**config.mk**
```make
export PLATFORM = sky130hd
export DESIGN_NAME = xmtr_worker_core
export DESIGN_NICKNAME = d
export VERILOG_FILES = /design/src/rtl/xmtr_pkg.sv /design/src/rtl/xmtr_word_fifo.sv /design/src/rtl/xmtr_worker_core.sv
export SDC_FILE = /design/constraint.sdc
export NUM_CORES = 1
export LEC_CHECK = 0
export CAP_MARGIN = 20
export CORE_MARGIN = 10
export CORE_UTILIZATION = 56
export CTS_CLUSTER_DIAMETER = 80
export DETAILED_ROUTE_END_ITERATION = 7
export PLACE_DENSITY_LB_ADDON = 0.2
export SLEW_MARGIN = 10
export SYNTH_ARGS = -nofsm -noshare
export SYNTH_HDL_FRONTEND = slang
export SYNTH_SLANG_ARGS = --single-unit
```
**constraint.sdc**
```tcl
create_clock -name ctl_Clk -period 3.3 [get_ports ctl_Clk]
set_input_delay 0.66 -clock ctl_Clk [delete_from_list [all_inputs] [get_ports ctl_Clk]]
set_output_delay 0.66 -clock ctl_Clk [all_outputs]
set_load 0.02 [all_outputs]
```
**src/rtl/xmtr_pkg.sv**
```systemverilog
// xmtr_pkg: WSI command codes, FSM states, FIFO entry layout
// and small helpers shared by the DIF transmit worker.
package xmtr_pkg;

   localparam logic [2:0] WSI_CMD_IDLE = 3'b000;
   localparam logic [2:0] WSI_CMD_WR   = 3'b001;

   typedef enum logic [2:0] {
      IDLE,
      LO,
      HI,
      GAP,
      DRAIN
   } state_t;

   typedef struct packed {
      logic        last;
      logic        info;
      logic [11:0] blen;
      logic [31:0] data;
   } entry_t;

   localparam int ENTRY_W = 46;

   // Word count to sample count; bit 11 falls off.
   function automatic logic [11:0] sample_len(
      input logic [11:0] words
   );
      return words << 1;
   endfunction

   function automatic logic [15:0] pick_half(
      input logic [31:0] d,
      input logic        hi
   );
      return hi ? d[31:16] : d[15:0];
   endfunction

endpackage

```
**src/rtl/xmtr_word_fifo.sv**
```systemverilog
// xmtr_word_fifo: show-ahead sync FIFO.
// Ports: clk/rst, push/wdata, pop/rdata, full, empty, count.
module xmtr_word_fifo #(
   parameter int DEPTH = 4,
   parameter int WIDTH = 46,
   localparam int AW = $clog2(DEPTH),
   localparam int CW = AW + 1
) (
   input  logic             clk,
   input  logic             rst,
   input  logic             push,
   input  logic [WIDTH-1:0] wdata,
   input  logic             pop,
   output logic [WIDTH-1:0] rdata,
   output logic             full,
   output logic             empty,
   output logic [CW-1:0]    count
);

   logic [WIDTH-1:0] mem [DEPTH];
   logic [AW-1:0]    wr_ptr;
   logic [AW-1:0]    rd_ptr;
   logic             do_push;
   logic             do_pop;

   assign full    = (count == CW'(DEPTH));
   assign empty   = (count == '0);
   assign do_push = push && !full;
   assign do_pop  = pop && !empty;
   assign rdata   = mem[rd_ptr];

   always_ff @(posedge clk) begin
      if (do_push)
         mem[wr_ptr] <= wdata;
   end

   always_ff @(posedge clk) begin
      if (rst) begin
         wr_ptr <= '0;
         rd_ptr <= '0;
         count  <= '0;
      end else begin
         if (do_push)
            wr_ptr <= wr_ptr + 1'b1;
         if (do_pop)
            rd_ptr <= rd_ptr + 1'b1;
         count <= count + CW'(do_push)
                        - CW'(do_pop);
      end
   end

endmodule

```
**src/rtl/xmtr_worker_core.sv**
```systemverilog
// xmtr_worker_core: splits 32-bit WSI words from chan into
// two 16-bit samples on dif, keeping message boundaries.
// Ports: ctl_* clock/reset/enable; chan_* WSI slave in;
// dif_* WSI master out; stat_* saturating counters.
module xmtr_worker_core
   import xmtr_pkg::*;
#(
   parameter int FIFO_DEPTH = 4,
   parameter int HIGH_FIRST = 0,
   parameter int CNT_WIDTH  = 16
) (
   input  logic                 ctl_Clk,
   input  logic                 ctl_Reset,
   input  logic                 ctl_enable,
   input  logic [2:0]           chan_MCmd,
   input  logic                 chan_MReqLast,
   input  logic [11:0]          chan_MBurstLength,
   input  logic [31:0]          chan_MData,
   input  logic                 chan_MReqInfo,
   output logic                 chan_SThreadBusy,
   output logic [2:0]           dif_MCmd,
   output logic                 dif_MReqLast,
   output logic                 dif_MBurstPrecise,
   output logic [11:0]          dif_MBurstLength,
   output logic [15:0]          dif_MData,
   output logic                 dif_MReqInfo,
   input  logic                 dif_SThreadBusy,
   output logic [CNT_WIDTH-1:0] stat_msgs,
   output logic [CNT_WIDTH-1:0] stat_underrun
);

   localparam int CW = $clog2(FIFO_DEPTH) + 1;
   localparam logic [CW-1:0] BUSY_AT =
      CW'(FIFO_DEPTH - 1);
   localparam bit HF = (HIGH_FIRST != 0);

   state_t        state_q;
   state_t        state_d;
   entry_t        wr_entry;
   entry_t        head;
   logic          f_full;
   logic          f_empty;
   logic [CW-1:0] f_count;
   logic [CW-1:0] occ_nxt;
   logic          push_ok;
   logic          pop;
   logic          issue;
   logic          msg_done;
   logic          underrun;
   logic          busy_d;
   logic          half_q;
   logic          first_q;
   logic [15:0]   sample;

   assign dif_MBurstPrecise = 1'b1;

   assign push_ok = (chan_MCmd == WSI_CMD_WR)
                 && !f_full;

   assign wr_entry = '{
      last: chan_MReqLast,
      info: chan_MReqInfo,
      blen: chan_MBurstLength,
      data: chan_MData
   };

   xmtr_word_fifo #(
      .DEPTH (FIFO_DEPTH),
      .WIDTH (ENTRY_W)
   ) u_fifo (
      .clk   (ctl_Clk),
      .rst   (ctl_Reset),
      .push  (push_ok),
      .wdata (wr_entry),
      .pop   (pop),
      .rdata (head),
      .full  (f_full),
      .empty (f_empty),
      .count (f_count)
   );

   // half_q = 0 before the first half of a word, 1 before
   // the second; it also carries position through DRAIN.
   assign sample = pick_half(head.data, half_q ^ HF);

   always_comb begin
      state_d  = state_q;
      issue    = 1'b0;
      pop      = 1'b0;
      msg_done = 1'b0;
      unique case (state_q)
         IDLE: begin
            if (ctl_enable && !f_empty)
               state_d = LO;
         end
         LO: begin
            if (!ctl_enable) begin
               state_d = DRAIN;
            end else if (!dif_SThreadBusy) begin
               issue   = 1'b1;
               state_d = HI;
            end
         end
         HI: begin
            if (!ctl_enable) begin
               state_d = DRAIN;
            end else if (!dif_SThreadBusy) begin
               issue = 1'b1;
               pop   = 1'b1;
               if (head.last) begin
                  msg_done = 1'b1;
                  state_d  = IDLE;
               end else if (f_count > CW'(1)
                            || push_ok) begin
                  state_d = LO;
               end else begin
                  state_d = GAP;
               end
            end
         end
         GAP: begin
            if (!ctl_enable)
               state_d = DRAIN;
            else if (!f_empty)
               state_d = LO;
         end
         DRAIN: begin
            if (!f_empty && !dif_SThreadBusy) begin
               issue = 1'b1;
               if (half_q) begin
                  pop = 1'b1;
                  if (head.last) begin
                     msg_done = 1'b1;
                     state_d  = IDLE;
                  end
               end
            end
         end
         default: state_d = IDLE;
      endcase
   end

   assign occ_nxt = f_count + CW'(push_ok) - CW'(pop);

   // Asserting at DEPTH-1 leaves room for the one word
   // already in flight when upstream sees busy.
   assign busy_d = !ctl_enable
                || (state_d == DRAIN)
                || (occ_nxt >= BUSY_AT);

   assign underrun = (state_q == GAP) && f_empty
                  && !dif_SThreadBusy;

   always_ff @(posedge ctl_Clk) begin
      if (ctl_Reset) begin
         state_q          <= IDLE;
         half_q           <= 1'b0;
         first_q          <= 1'b1;
         chan_SThreadBusy <= 1'b1;
         dif_MCmd         <= WSI_CMD_IDLE;
         dif_MReqLast     <= 1'b0;
         dif_MData        <= '0;
         dif_MBurstLength <= '0;
         dif_MReqInfo     <= 1'b0;
         stat_msgs        <= '0;
         stat_underrun    <= '0;
      end else begin
         state_q          <= state_d;
         chan_SThreadBusy <= busy_d;
         dif_MCmd         <= issue ? WSI_CMD_WR
                                   : WSI_CMD_IDLE;
         dif_MReqLast     <= issue && half_q
                          && head.last;
         if (issue) begin
            dif_MData    <= sample;
            dif_MReqInfo <= head.info;
            half_q       <= !half_q;
            if (first_q)
               dif_MBurstLength <= sample_len(head.blen);
         end
         if (msg_done)
            first_q <= 1'b1;
         else if (issue)
            first_q <= 1'b0;
         if (msg_done && stat_msgs != '1)
            stat_msgs <= stat_msgs + 1'b1;
         if (underrun && stat_underrun != '1)
            stat_underrun <= stat_underrun + 1'b1;
      end
   end

endmodule
```
==> impl_results.md, run 1 <==
- Slew margin rel.: 28.51%
- Commonest non-fill, non-tap cell in the layout: edfxtp_1
- Total GRT Usage: 17.56%
- Peak VDD IR: 0.0004476 V
- Yosys reg bits: 257
- Most frequent cells in the layout: edfxtp_1, clkdlybuf4s50_1, dfxtp_1
- Finished Core Util: 69.37%
- Placed cell count: 995
- Status: complete, no violations
- Post-synth cell types: 47
- Die X: 155.1 microns
- Routed via count: 6071
- Achievable Freq: 0.3675 GHz
- Worst Path Required: 3700 ps
- Final setup vio count: 0
- Num ports: 120
- Max Cap Viol: 0
- Drt total wl: 21200 microns
- Class of the worst hold path: reg2reg
- Placed Instance Area: 11640 sq um
- # rows: 49
- Synthesized area: 10230 sq um
- Layout cells sized above 1: 15.13%
- RSZ-0062 raised after global routing: no
- Post-Synth XOR/XNOR Area: 1.798%
- Skew final: 21.50 ps
- Final HPWL from detailed placement: 13360 microns
- Gp weighted congestion: 0.8389
- Initial core utilization: 56.93%
- Pwr Density: 522.9 nW/um^2
- Mux contribution to synthesized area: 12.32%
- CTS Root Cell: clkbuf_16
- # port buffers: 114
- Post-CTS resize count: 0
- Nets: 860
- Post-Synth Simple-Gate Area: 8.784%
- CTS clk-pin slew, worst paths: 60 ps
- Total CTS buffers: 26
- Worst setup EP type: flip-flop
- Cell depth of the worst min-delay path: 2
- WL/cell: 20.32 microns
- Final Hold Viols: 0
- Total congestion overflow: 0
- Setup bufs post-CTS: 0
- First drt pass iteration count: 5
- Startpoint Class: flip-flop
- Synth-to-layout area growth: 21.85%
- Measured slew at the worst slew-check pin: 1072 ps
- Synth Warn #: 0
- Leak Pwr: 3.937 nW
- Die area: 24070 sq um
- Final setup TNS: 0 ps
- Post-layout instance area: 12460 sq um
- CTS tree: yes
- Complex-gate fraction of the synthesized area: 4.832%
- Max Slew Vio Count: 0
- Core Region: 17960 sq um
- Avg Inst Size Synth: 15.24 sq um
- Vias per cell: 5.821
- Critical Path AT: 3120 ps
- Synth async-reset ratio: 0%
- Largest net degree at the start of global routing: 57
- Number of synthesized flops with an enable pin: 180
- Clock buffer depth: 3
- Die Span Y: 155.1 microns
- Remaining antenna violation count: 0
- Hold_buf cts: 0
- Iter 0 DRT Violations: 343
- Non-filler cells in the finished layout: 1043
- CTS H-tree lvls: 1
- Crit-path max FO: 7
- CTS Sinks: 257
- Post-Synth Adder-Cell Area: 1.737%
- Initial antenna violation count: 1
- Skew-Pair Late Insertion Delay: 540 ps
- Vias in the first global route: 6465
- Crit path time final: 2721 ps
- Ys flop type: edfxtp_1
- Worst R2R Path Depth: 9
- Syn Inst Count: 671
- Setup CP Type: reg2reg
- DRC viols: 0
- First-pass GRT wire length: 34300 microns
- Sequential share of the synthesized area: 67.92%
- Largest family of logic cells by synthesized area: multiplexers
- Period utilization: 82.46%
critical path, cell delays in order (launching register included):
cell,delay [ps]
dfxtp_1,420
or3b_4,430
nor4b_4,230
or2_2,160
ha_1,220
inv_1,60
ha_1,160
fa_1,410
a2111oi_0,430
nand2_1,100
final timing paths:
check	endpoint	start	slack, ps
max reg2reg	chan_SThreadBusy	state_q[2]	580
min reg2reg	dif_MBurstLength[7]	dif_MBurstLength[7]	450
min	dif_MBurstLength[7]	dif_MBurstLength[7]	450
max	chan_SThreadBusy	state_q[2]	580
stage by stage:
| step | hold WS [ps] | worst slack, ps | power (mW) |
|---|---|---|---|
| 2_1_floorplan | 469.0 | 481.2 | 3.670 |
| 3_3_place_gp | 443.2 | 72.82 | 3.785 |
| 3_5_place_dp | 449.2 | 31.01 | 3.798 |
| 4_1_cts | 457.8 | 555.5 | 6.576 |
| 5_1_grt | 479.0 | 311.6 | 6.723 |
| 6_report | 454.4 | 579.0 | 6.516 |
logic make-up after synthesis:
logic type | after synthesis
AND/OR/NAND/NOR | 177
adder cells (fa/ha/maj) | 13
other | 2
AO/OA/AOI/OAI | 74
flip-flops | 257
buffers and inverters | 58
XOR/XNOR | 21
multiplexers | 69
routing by layer:
layer	track usage, %	vias to the layer above	part of all wire [%]
li1	-	2819	-
met1	21.48	3055	41
met2	30.47	163	51
met3	4.301	34	6.4
met4	4.543	0	2.1
met5	0	-	0
final cells by class:
type | instances | area, sq um
tap | 229 | 286.5
timing repair buffer | 135 | 1306
fill | 1204 | 5502
multi-input combinational | 358 | 3035
sequential | 257 | 6952
clock inverter | 13 | 108.9
antenna | 1 | 2.502
inverter | 16 | 60.06
clock buffer | 34 | 710.7
sequential cells by signal, indices dropped and copies added (netlist names), named ones only:
register and cells:
u_fifo.mem 180, dif_MData 16, stat_msgs 16, stat_underrun 16, dif_MBurstLength 11, state_q 3
u_fifo.count 3, u_fifo.rd_ptr 2, u_fifo.wr_ptr 2, chan_SThreadBusy 1, dif_MCmd 1, dif_MReqInfo 1
dif_MReqLast 1, first_q 1, half_q 1
power by group:
part	internal (mW)	switching (mW)
combinational	0.110	0.120
sequential	3.48	0.0155
clock	1.60	1.19
synth_stat cells (8+ instances only):
cell type  instances  area, sq um
and3_1             8        50.05
mux4_2            45         1013
nand3_1           25        125.1
nor2_1            55        206.5
or4_1              9        67.56
nand2_1           30        112.6
xnor2_1           19        166.4
dfxtp_1           77         1541
buf_2              9        45.04
nor3_1            10        50.05
clkbuf_1          21        78.83
edfxtp_1         180         5405
a211oi_1          25        187.7
ha_1              11        137.6
inv_1             16        60.06
a21oi_1           25        125.1
mux2i_1           19        190.2
o31ai_1            9        67.56
Power figures use the tool's default switching activity.
==> run 2: changes to the inputs <==
- clock period: 3.3 -> 2.85 ns (I/O delays scaled with it)
==> impl_results.md, run 2 (synthesis results as in run 1) <==
- Nets: 865
- Total GRT Usage: 17.48%
- DRC viols: 0
- Peak VDD IR: 0.0007397 V
- Post-layout instance area: 12690 sq um
- Worst reg2reg setup slack: 160 ps
- Finished Core Util: 70.64%
- Skew final: 7.064 ps
- CP most frequent cell: ha_1
- Iter 0 DRT Violations: 394
- Period utilization: 94.50%
- Synth-to-layout area growth: 24.08%
- Placed cell count: 1000
- RSZ-0062 raised after global routing: no
- First drt pass iteration count: 5
- CTS tree: yes
- Achievable Freq: 0.3713 GHz
- Most frequent cells in the layout: edfxtp_1, clkdlybuf4s50_1, dfxtp_1
- PnR worst setup slack: 156.8 ps
- Routed via count: 6051
- # rows: 49
- Die X: 155.1 microns
- Total congestion overflow: 0
- Vias per cell: 5.768
- CTS clk-pin slew, worst paths: 60 ps
- Placed Instance Area: 11770 sq um
- Slowest CP cell: or3b_4
- Max reg flops: 180
- Die area: 24070 sq um
- Class of the worst hold path: reg2reg
- Commonest non-fill, non-tap cell in the layout: edfxtp_1
- Pwr Density: 622.6 nW/um^2
- Largest net degree at the start of global routing: 46
- Gp weighted congestion: 0.8125
- Status: complete, no violations
- Skew-Pair Late Insertion Delay: 530 ps
- Die Span Y: 155.1 microns
- WL/cell: 19.98 microns
- Max Slew Vio Count: 0
- Final setup TNS: 0 ps
- Core Region: 17960 sq um
- Post-placement setup slack: -307.3 ps
- Slew margin rel.: 44.40%
- Cell family with the largest share of critical-path delay: simple AND/OR/NAND/NOR gates
- Most flops, register: u_fifo.mem
- Total CTS buffers: 26
- Worst path max stage delay: 450 ps
- Setup CP Type: reg2reg
- CTS Sinks: 257
- Remaining antenna violation count: 0
- Post-CTS resize count: 0
- CTS H-tree lvls: 1
- Max Cap Viol: 0
- Reg area: 6952 sq um
- Area of the multi-input gates: 3035 sq um
- Num ports: 120
- CTS Root Cell: clkbuf_16
- Leak Pwr: 4.026 nW
- FILL cells: 1196
- Final HPWL from detailed placement: 13510 microns
- Critical Path AT: 3100 ps
- # port buffers: 114
- Final Hold Viols: 0
- Final setup vio count: 0
- Hold_buf cts: 0
- Setup bufs post-CTS: 0
- Worst setup EP type: flip-flop
- Total power: 7.901 mW
- Clock buffer depth: 3
- Hold Slack: 455.8 ps
- Crit path time final: 2693 ps
- Drt total wl: 20950 microns
- Startpoint Class: flip-flop
- Layout cells sized above 1: 16.36%
- Worst path bufs/invs: 1
- Crit-path max FO: 9
- Initial core utilization: 56.93%
- Non-filler cells in the finished layout: 1049
- Vias in the first global route: 6514
- Measured slew at the worst slew-check pin: 834.0 ps
- First-pass GRT wire length: 34360 microns
- Initial antenna violation count: 1
- Crit-path cells: or3b_4 -> nor4b_4 -> or2_2 -> ha_1 -> inv_1 -> ha_1 -> fa_1 -> a2111oi_0 -> nand2_1
- Worst Path Required: 3250 ps
run 2: cell type report:
cell class | instances | share of cell area (%)
Sequential cell | 257 | 54.78
Multi-Input combinational cell | 358 | 23.92
Timing Repair Buffer | 140 | 11.28
Clock buffer | 32 | 5.630
Tap cell | 229 | 2.258
Clock inverter | 16 | 1.637
Inverter | 16 | 0.4733
Antenna cell | 1 | 0.01972
run 2: metal layers:
metal	up-vias	global-route usage [%]	share of wire, %
met2	172	30.53	51
met4	0	4.543	2.5
met3	36	3.970	6.3
li1	2829	-	-
met5	-	0	0
met1	3014	21.39	41
run 2: worst paths after layout:
check,cells after the start,startpoint,endpoint
max,9,state_q[1],chan_SThreadBusy
min,2,dif_MBurstLength[7],dif_MBurstLength[7]
max reg2reg,9,state_q[1],chan_SThreadBusy
min reg2reg,2,dif_MBurstLength[7],dif_MBurstLength[7]
run 2: where the power goes:
group	total, mW	switching (mW)	internal [mW]
Combinational	0.274	0.142	0.132
Clock	3.58	1.42	2.16
Sequential	4.05	0.0161	4.03
run 2: tightest hold or removal path: stages, from the launching register on:
cell,delay [ps]
dfxtp_1,310
nand2_1,50
a21oi_1,50
==> run 3: changes to the inputs <==
- ABC_AREA: default -> 1
==> impl_results.md, run 3 <==
- Status: complete, no violations
- Worst setup EP type: flip-flop
- Leak Pwr: 4.595 nW
- Max Slew Vio Count: 0
- Synth top area cells: edfxtp_1, dfxtp_1, nand2_1
- Die area: 25070 sq um
- Layout cells sized above 1: 7.926%
- Routed via count: 7771
- WL/cell: 16.94 microns
- Final setup TNS: 0 ps
- Initial antenna violation count: 0
- Drt total wl: 24060 microns
- Largest net degree at the start of global routing: 60
- Dominant cell type by area after synthesis: edfxtp_1
- DRC viols: 0
- Most frequent cells in the layout: nand2_1, edfxtp_1, nor2_1
- Class of the worst hold path: reg2reg
- Setup bufs post-CTS: 0
- Critical Path AT: 2770 ps
- FILL cells: 1430
- CTS H-tree lvls: 1
- Skew-Pair Late Insertion Delay: 530 ps
- Final Hold Viols: 0
- Period utilization: 83.97%
- Cell family with the largest share of critical-path delay: adder cells
- Synth top area share: 50.44%
- Startpoint Class: primary input
- Remaining antenna violation count: 0
- Worst Path Required: 3230 ps
- Post-synth cell types: 40
- Slowest CP cell: clkdlybuf4s50_1
- Crit-path cells: clkdlybuf4s50_1 -> inv_1 -> nor2_1 -> nand2_1 -> nand2_4 -> ha_1 -> inv_1 -> ha_1 -> fa_1 -> a221oi_1 -> o2111ai_1
- Post-synth top cells: nand2_1, edfxtp_1, nor2_1, nand3_1
- Max Cap Viol: 0
- Number of synthesized flops with an enable pin: 180
- CTS Root Cell: clkbuf_16
- RSZ-0062 raised after global routing: no
- Yosys reg bits: 257
- CTS tree: yes
- Total CTS buffers: 27
- Hold Slack: 455.0 ps
- Worst path bufs/invs: 3
- CTS Sinks: 257
- Hold_buf cts: 0
- CTS clk-pin slew, worst paths: 60 ps
- Crit path time final: 2393 ps
- Vias in the first global route: 7364
- Die X: 158.3 microns
- Syn Inst Count: 1050
- Avg Inst Size Synth: 10.21 sq um
- Most flops, register: u_fifo.mem
- Clock buffer depth: 3
- Slew margin rel.: 56.12%
- Placed Instance Area: 12150 sq um
- # rows: 50
- Iter 0 DRT Violations: 678
- Post-CTS resize count: 0
- Synth async-reset ratio: 0%
- Die Span Y: 158.3 microns
- Peak VDD IR: 0.0005134 V
- Commonest non-fill, non-tap cell in the layout: nand2_1
- Initial core utilization: 57.10%
- Crit-path max FO: 2
- Total congestion overflow: 0
- First drt pass iteration count: 5
- Synthesized area: 10720 sq um
- Final HPWL from detailed placement: 15250 microns
- Pwr Density: 598.5 nW/um^2
- # diodes: 0
- Num ports: 120
- Measured slew at the worst slew-check pin: 654.2 ps
- Nets: 1232
- Max reg flops: 180
- Ys flop type: edfxtp_1
- Setup CP Type: in2reg
- Core Region: 18770 sq um
- First-pass GRT wire length: 37500 microns
- Worst path max stage delay: 470 ps
- Gp weighted congestion: 0.8885
- Post-layout instance area: 13030 sq um
- Final setup vio count: 0
- Synth-to-layout area growth: 21.58%
- Total GRT Usage: 18.71%
- Most frequent cell after synthesis: nand2_1
- Sequential share of the synthesized area: 64.82%
- # port buffers: 114
- Achievable Freq: 0.4179 GHz
- Vias per cell: 5.473
- Synth Warn #: 0
- Skew final: 26.39 ps
-- run 3: layout make-up --
| type | instances | area [sq um] | share of cell area [%] |
|---|---|---|---|
| Sequential cell | 257 | 6948 | 53.33 |
| Multi-Input combinational cell | 687 | 3332 | 25.57 |
| Timing Repair Buffer | 138 | 1366 | 10.49 |
| Clock buffer | 30 | 686.9 | 5.272 |
| Tap cell | 234 | 292.8 | 2.247 |
| Inverter | 55 | 206.4 | 1.585 |
| Clock inverter | 19 | 196.4 | 1.508 |
-- run 3: kinds of logic (layout without fill, tap and decap cells) --
| group | Yosys count | after routing | synth area share, % |
|---|---|---|---|
| AO/OA/AOI/OAI | 168 | 168 | 8.348 |
| XOR/XNOR | 17 | 17 | 1.389 |
| adder cells (fa/ha/maj) | 13 | 13 | 1.658 |
| buffers and inverters | 108 | 242 | 4.437 |
| flip-flops | 257 | 257 | 64.82 |
| other | 2 | 4 | 0.07008 |
| AND/OR/NAND/NOR | 485 | 485 | 19.28 |
-- run 3: through the flow --
stage          util [%]  instances  setup WS, ps  power [mW]
5_1_grt           69.42       1420         298.8       8.036
3_5_place_dp      64.71       1371        -40.10       4.410
3_3_place_gp      64.71       1371        -9.007       4.406
2_1_floorplan         -       1052        -429.2       4.254
4_1_cts           69.42       1420         479.5       7.848
6_report          69.42       1420         456.8       7.798
-- run 3: worst paths after layout --
kind | from | end | slack, ps | cells past startpoint
setup / recovery | ctl_enable | chan_SThreadBusy | 460 | 11
hold / removal | first_q | first_q | 450 | 2
setup reg to reg | state_q[0] | chan_SThreadBusy | 470 | 11
hold reg to reg | first_q | first_q | 450 | 2
-- run 3: tightest hold or removal path, stage by stage, from the launching register on --
cell,delay [ps]
dfxtp_1,310
nand2_1,60
nand2_1,50
-- run 3: power by group --
group / leakage, nW / total [mW] / internal (mW) / switching [mW]
Sequential: 2.25 / 4.05 / 4.04 / 0.0138
Combinational: 1.92 / 0.283 / 0.119 / 0.163
Clock: 0.428 / 3.46 / 2.09 / 1.37
Total: 4.59 / 7.80 / 6.25 / 1.55
-- run 3: routing by layer --
metal | vias up | share of wire (%) | GRT usage (%)
li1 | 3817 | - | -
met1 | 3655 | 43 | 24.58
met2 | 257 | 47 | 30.31
met3 | 42 | 7.9 | 3.670
met4 | 0 | 2.4 | 6.749
met5 | - | 0 | 0
